## config.mk

```make
export PLATFORM = sky130hd
export DESIGN_NAME = fifo_wr_arbiter
export DESIGN_NICKNAME = d
export VERILOG_FILES = /design/src/rtl/fifo_wr_arbiter.sv
export SDC_FILE = /design/constraint.sdc
export NUM_CORES = 1
export LEC_CHECK = 0
export BUFFER_PORTS_ARGS = -buffer_cell sky130_fd_sc_hd__buf_4
export CAP_MARGIN = 10
export CORE_ASPECT_RATIO = 0.75
export CORE_MARGIN = 1
export CORE_UTILIZATION = 49
export DETAILED_ROUTE_END_ITERATION = 7
export PLACE_DENSITY_LB_ADDON = 0.1
export SYNTH_ARGS = -nofsm -noshare
export SYNTH_HDL_FRONTEND = slang
export SYNTH_SLANG_ARGS = --single-unit
```

## constraint.sdc

```tcl
create_clock -name wclk -period 4 [get_ports wclk]
set_input_delay 1 -clock wclk [delete_from_list [all_inputs] [get_ports wclk]]
set_output_delay 1 -clock wclk [all_outputs]
set_load 0.1 [all_outputs]
```

## src/rtl/fifo_wr_arbiter.sv

```systemverilog
`default_nettype none
// ============================================================================
//  Module   : fifo_wr_arbiter
//  Purpose  : Round-robin arbiter that lets N requesters share the write
//             port of a single-clock FIFO (fifo1 write side). A requester
//             is granted ownership for up to MAX_BURST beats, then gives the
//             port up and becomes lowest priority for the next arbitration.
//  Ports    : wclk        - clock (fifo1 write clock)
//             wrst        - synchronous active-high reset
//             req_valid   - per-requester data valid            [N]
//             req_data    - per-requester data, i at [i*DW+:DW] [N*DW]
//             req_ready   - per-requester accept                [N]
//             wfull       - fifo1 full flag
//             winc        - fifo1 write enable
//             wdata       - fifo1 write data                    [DW]
//             grant_vld   - a requester owns the write port
//             grant_id    - index of the current owner
//             wr_count    - running count of beats written (wraps)
//  Revision : 1.0 - initial release
// ============================================================================
module fifo_wr_arbiter #(
  parameter int DW        = 8,
  parameter int N         = 4,
  parameter int MAX_BURST = 4,
  localparam int C_IW     = (N > 1) ? $clog2(N) : 1
) (
  input  logic             wclk,
  input  logic             wrst,
  input  logic [N-1:0]     req_valid,
  input  logic [N*DW-1:0]  req_data,
  output logic [N-1:0]     req_ready,
  input  logic             wfull,
  output logic             winc,
  output logic [DW-1:0]    wdata,
  output logic             grant_vld,
  output logic [C_IW-1:0]  grant_id,
  output logic [15:0]      wr_count
);

  localparam int C_BW = (MAX_BURST > 1) ? $clog2(MAX_BURST) : 1;
  localparam logic [C_BW-1:0] C_LAST = C_BW'(MAX_BURST - 1);

  typedef enum logic [0:0] {
    S_IDLE  = 1'b0,
    S_GRANT = 1'b1
  } state_t;

  state_t            r_state;
  logic [C_IW-1:0]   r_owner;
  logic [C_IW-1:0]   r_rr_ptr;
  logic [C_BW-1:0]   r_burst_cnt;
  logic [15:0]       r_wr_count;

  logic              w_found;
  logic [C_IW-1:0]   w_pick;
  logic [C_IW-1:0]   w_next_ptr;
  logic              w_owner_valid;
  logic              w_ready;
  logic              w_accept;

  // Rotating priority search: first valid requester starting at r_rr_ptr.
  always_comb begin
    w_found = 1'b0;
    w_pick  = '0;
    for (int k = 0; k < N; k++) begin
      automatic int idx = (int'(r_rr_ptr) + k) % N;
      if (!w_found && req_valid[idx]) begin
        w_found = 1'b1;
        w_pick  = C_IW'(idx);
      end
    end
  end

  assign w_next_ptr    = (int'(r_owner) == N - 1) ? '0 : r_owner + 1'b1;
  assign w_owner_valid = req_valid[r_owner];

  // Reset is folded in so nothing is offered to fifo1 while wrst is held,
  // even in the cycle before the first reset edge has cleared the state.
  assign w_ready  = (r_state == S_GRANT) && !wfull && !wrst;
  assign w_accept = w_ready && w_owner_valid;

  always_comb begin
    req_ready          = '0;
    req_ready[r_owner] = w_ready;
  end

  assign winc      = w_accept;
  assign wdata     = req_data[int'(r_owner)*DW +: DW];
  assign grant_vld = (r_state == S_GRANT);
  assign grant_id  = r_owner;
  assign wr_count  = r_wr_count;

  always_ff @(posedge wclk) begin
    if (wrst) begin
      r_state     <= S_IDLE;
      r_owner     <= '0;
      r_rr_ptr    <= '0;
      r_burst_cnt <= '0;
      r_wr_count  <= '0;
    end else begin
      case (r_state)
        S_IDLE: begin
          if (w_found) begin
            r_state     <= S_GRANT;
            r_owner     <= w_pick;
            r_burst_cnt <= '0;
          end
        end
        S_GRANT: begin
          if (!w_owner_valid) begin
            // Owner withdrew: give the port up even when fifo1 is full.
            r_state  <= S_IDLE;
            r_rr_ptr <= w_next_ptr;
          end else if (w_accept) begin
            r_wr_count  <= r_wr_count + 16'd1;
            r_burst_cnt <= r_burst_cnt + 1'b1;
            if (r_burst_cnt == C_LAST) begin
              r_state  <= S_IDLE;
              r_rr_ptr <= w_next_ptr;
            end
          end
          // Otherwise fifo1 is full: stall with owner and count held.
        end
        default: r_state <= S_IDLE;
      endcase
    end
  end

endmodule
`default_nettype wire

```

Yosys cells after proc, flatten, opt, wreduce, memory -nomap -nowiden
Cells that the tools add are included.
Widths: inputs -> output; s select.
{"block": "totals", "wordCells": 85, "in_bits": 39, "regBits": 23, "out_inout_bits": 32}
{"block": "classes", "shift": 1, "n_lt_le_gt_ge": 6, "n_mux": 36, "addsub": 6, "n_eq_ne": 7, "reduce_logical": 19, "bitwise": 5}
{"op": "$shiftx 32x6->8", "n": 1}
{"op": "$mux 2", "n": 11}
{"op": "$mux 1", "n": 17}
{"op": "$add 16x1->16 const B", "n": 1}
{"op": "$lt 3x4->1 const B", "n": 3}
{"op": "$bmux 1 s2", "n": 5}
{"op": "$reduce_and 3->1", "n": 3}
{"op": "$logic_and 1x1->1", "n": 7}
{"op": "$add 2x1->2 const B", "n": 3}
{"op": "$lt 2x3->1 const B", "n": 2}
{"op": "$ne 2x2->1 const B", "n": 3}
{"op": "$reduce_or 2->1", "n": 3}
{"op": "$logic_not 1->1", "n": 5}
{"op": "$add 2x2->2 const B", "n": 2}
{"op": "$and 4x4->4", "n": 1}
{"op": "$ne 2x1->1 const B", "n": 2}
{"op": "$pmux 2 s2", "n": 1}
{"op": "$and 1x1->1 const A", "n": 3}
{"op": "$demux 1 s2", "n": 1}
{"op": "$eq 2x1->1 const B", "n": 1}
{"op": "$eq 2x2->1 const B", "n": 1}
{"op": "$ge 2x1->1 const B", "n": 1}
{"op": "$pmux 1 s2", "n": 1}
{"op": "$reduce_and 2->1", "n": 1}
{"op": "$not 1->1", "n": 1}

Depth between registers and ports, before layout
{"block": "depth", "depth_word": 16, "mapped_depth": 7}

Least setup slack after synthesis
No wires, ideal clock.
{"block": "synth_path", "kind": "input to output", "from": "in wrst", "to": "out req_ready[0]", "path_stages": 4, "arrival_time_ns": 2.384, "setup_slack_ns": 0.616, "path_buffers": 2, "t_required_ns": 3.000, "path_cell_list": "clkbuf_1 > nor3b_2 > buf_2 > and2_1"}
{"block": "synth_via", "elab_chain_cells": 3}
{"item": "start: declaration", "line": "28", "rtl": "input logic wrst,"}
{"item": "$logic_not 1->1", "line": "79", "rtl": "assign w_ready = (r_state == S_GRANT) && !wfull && !wrst;"}
{"item": "$logic_and 1x1->1", "line": "79"}
{"item": "$and 4x4->4 (no source line)"}
{"item": "end: declaration", "line": "31", "rtl": "output logic [N-1:0] req_ready,"}
Every way passes these cells.

Worst setup path after layout
{"block": "layout_path", "from": "in wrst", "to": "out winc"}
{"block": "layout_via", "elab_chain_cells": 3}
{"item": "$logic_not 1->1", "line": "79"}
{"item": "$logic_and 1x1->1", "line": "79"}
{"item": "$logic_and 1x1->1", "line": "80", "rtl": "assign w_accept = w_ready && w_owner_valid;"}
{"item": "end: declaration", "line": "33", "rtl": "output logic winc,"}
Every way passes these cells.

==> metrics.md <==
| Metric | Value |
|---|---|
| Status | finished, final reports clean |
| Leakage power | 0.881 nW |
| Final routed wirelength across all metal layers | roughly 3700 um |
| Final Wtd Congestion | approximately 0.8 |
| Family with the most delay on the worst path | buffers and inverters |
| Max-Slew Margin vs Limit | 0.650 |
| Global-route wire length before repair | about 6000 um |
| Remaining Overflow, GRT | 0 |
| Number of buffers added for setup after CTS | 0 |
| Quantity of gates resized following cts | 0 |
| CTS Buf Count | 3 |
| Number of endpoints with negative hold slack in the final report | 0 |
| Kind of start point of the critical path | input pin |
| Syn nets | between 150 and 200 |
| Worst Clk Skew | between 2 and 2.5 ps |
| Area share of the leading cell type in the synthesized netlist | 0.328 |
| First-pass detailed-route iteration total | 4 |
| GRT Util Overall | 0.254 |
| Clock sink total | 23 |
| Total Power Consumption | ~0.60 mW |
| Total buffers and inverters traversed by the critical path | 4 |
| Synthesized area divided by synthesized cell count | 9.18 um^2 |
| Type of the most critical hold path | flip-flop to flip-flop |
| Start point of the worst hold path | r_burst_cnt[1]$_SDFFE_PP0P_ |
| Post-route setup TNS | 0 ps |
| Routed vias/inst | about 5.5 |
| Setup-failing EPs final | 0 |
| Highest net fanout along the worst path | 27 |
| Routed vias | between 1,000 and 1,500 |
| Netlist Area Pre-Place | around 1400 um^2 |
| Total power density per cell area | 297 nW/um^2 |
| VDD IR-drop max | 304 uV |
| Max-Cap Viols | 0 |
| Die Ht | 48.4 um |
| Master cell of the clock root buffer | clkbuf_8 |
| Crit Path Category | input pin to primary output |
| Most instantiated library cell after synthesis | dfxtp_1 |
| Fraction of registers with async set/reset | 0 |
| Floorplan die width | approximately 64 um |
| Later-pin clock latency in the skew report | between 200 and 300 ps |
| IO buf count | 70 |
| Pin count of the biggest net entering global routing | 28 |
| Flip-flop and latch area | approximately 460 um^2 |
| Slew at the pin closest to its max-slew limit | approximately 520 ps |
| Half-perimeter wire length after detailed placement | around 3000 um |
| Number of hold buffers added after CTS | 0 |
| Cell-by-cell trace of the critical path | buf_4 -> nor3b_2 -> buf_4 -> nand2_1 -> inv_2 -> buf_4 |
| Via count of the first global-routing pass | between 1,000 and 1,500 |
| Net total in the final layout | roughly 270 |
| Number of buffers on the longest clock path | 2 |
| Worst Path Arrival | ~2300 ps |
| Clock slew at reported path FFs | approximately 80 ps |
| Number of cells in the design after placement | around 260 |
| Top area cells in the synthesized netlist | dfxtp_1 (33%), mux4_2 (14%), ha_1 (5.3%) |
| Total of warnings raised by yosys | 0 |
| Mean routed wirelength per cell | between 10 and 15 um |
| Number of max-slew violations in the final report | 0 |
| # rows | 16 |
| Number of cells produced by synthesis | 153 |
| Top cell by count, worst path | buf_4 |
| Hold endpoint | r_burst_cnt[1]$_SDFFE_PP0P_ |
| Max Fclk | roughly 310 MHz |
| R2R Path End | r_rr_ptr[0]$_SDFFE_PP0P_ |
| Area taken by multi-input logic gates | 885 um^2 |
| Layout-stage area growth over the synthesis result | 43.4% |
| Fill count | just over 200 |
| Worst hold margin | 484 ps |
| Number of synthesized register bits | 23 |
| Detailed-route DRC error count | 0 |
| Antenna violations before repair | 0 |
| Primary FF master, synth | dfxtp_1 |
| Number of enable-type register cells in the synthesized netlist | 0 |
| Clock tree from TritonCTS | built |
| DRC marker count from the first detailed-route iteration | 50 |
| Starting Density | 0.527 |
| Tcrit/Tclk final | 0.818 |
| Synth top cells by count | dfxtp_1 (23), nor2_1 (14), a21oi_1 (12) |
| Synth area leader | dfxtp_1 |
| Startpoint of the worst-slack reg-to-reg timing path | grant_id[0]$_SDFFE_PP0P_ |
| Remaining antenna violation count after routing | 0 |
| Share of layout cells above drive strength 1 | 0.404 |
| Final Non-Filler Cells | approximately 260 |
| Unrepaired setup endpoints after global routing | false |
| Number of cell instances on the worst register-to-register path | 5 |
| Largest stage delay on the critical path | 300 ps |
| Count of pins on the block boundary | slightly above 70 |
| CP Capture Type | primary output |
| Setup slack of the worst register-to-register path | 2070 ps |
| Post-route minimum period | 3270 ps |
| Sequential cell area fraction in the yosys report | 0.328 |
| Count of cells along the worst hold path | 2 |
| Worst setup slack after placement | between 700 and 800 ps |
| Die Outline Area | 3090 um^2 |
| Minimum setup slack in the final design | about 730 ps |
| Cell variety after synth | 36 |
| Required time at the worst-slack endpoint | 3000 ps |
| Cell with the largest stage delay on the worst path | buf_4 |
| Clock H-tree levels | 1 |
| Number of antenna diodes | 0 |
| Core area | roughly 2700 um^2 |
logic make-up after synthesis:
logic type,after synthesis,synth area share
AO/OA/AOI/OAI,25,0.107
multiplexers,13,0.174
adder cells (fa/ha/maj),6,0.0535
buffers and inverters,15,0.0419
AND/OR/NAND/NOR,65,0.258
XOR/XNOR,6,0.0374
flip-flops,23,0.328
cell type report:
class                           instances  area share
Inverter                                9      0.0168
Clock buffer                            3      0.0205
Timing Repair Buffer                   72       0.268
Multi-Input combinational cell        115       0.439
Sequential cell                        23       0.229
Clock inverter                          1     0.00373
Tap cell                               36      0.0224
metal layers:
layer | vias to the layer above | global-route usage | routed length (um)
met5 | - | 0 | 0
met4 | 0 | 0.0455 | 27
met3 | 5 | 0.0637 | 260
met2 | 63 | 0.434 | 1780
met1 | 650 | 0.325 | 1600
li1 | 697 | - | -
how the worst max path moves through the flow:
| stage | from | endpoint | slack, ps | cells after the start |
|---|---|---|---|---|
| after floorplan | wrst | req_ready[0] | 620 | 4 |
| after global placement | wrst | winc | 790 | 6 |
| after detailed placement | wrst | winc | 730 | 6 |
| after CTS | wrst | winc | 740 | 6 |
| after global routing | wrst | winc | 630 | 6 |
| final | wrst | winc | 730 | 6 |
cell usage in the layout (no fill, tap or decap), types with 2 or more instances in the layout:
cell,netlist,routed
nor2_1,14,14
nand2_1,10,10
nand2b_1,2,2
nand4_1,3,3
dfxtp_1,23,23
inv_1,8,8
nor2b_1,4,4
mux2i_1,3,3
buf_4,0,72
o221ai_1,2,2
nor3_1,2,2
ha_1,6,6
a211o_1,2,2
xor2_1,4,4
xnor2_1,2,2
a21oi_1,12,12
nand3_1,7,7
clkbuf_8,0,3
and2_1,6,6
mux4_2,9,9
o21ai_0,5,5
o31ai_1,2,2
or4_1,3,3
and3_1,3,3
or3_1,4,4
flip-flops by register name (all words and copies together), names as in the netlist:
| register | flops |
|---|---|
| wr_count | 16 |
| grant_id | 2 |
| r_burst_cnt | 2 |
| r_rr_ptr | 2 |
| grant_vld | 1 |
power breakdown:
part	switching (mW)	internal, mW	leakage (nW)
sequential	0.00721	0.233	0.186
combinational	0.141	0.0699	0.674
clock	0.0754	0.0705	0.0217
total	0.224	0.374	0.881
per-stage QoR:
step           area [um^2]  utilization
3_3_place_gp          1960        0.738
2_1_floorplan         1400            -
4_1_cts               2010        0.756
3_5_place_dp          1960        0.738
6_report              2010        0.756
5_1_grt               2010        0.756
worst reg2reg max path, delay by kind of cell (launching register included):
kind / cells / cell delay (ps)
mux: 2 / 890
buf+inv: 1 / 240
flops: 1 / 310
simple gates: 1 / 60
compound gates: 1 / 320
Power figures use the tool's default switching activity.
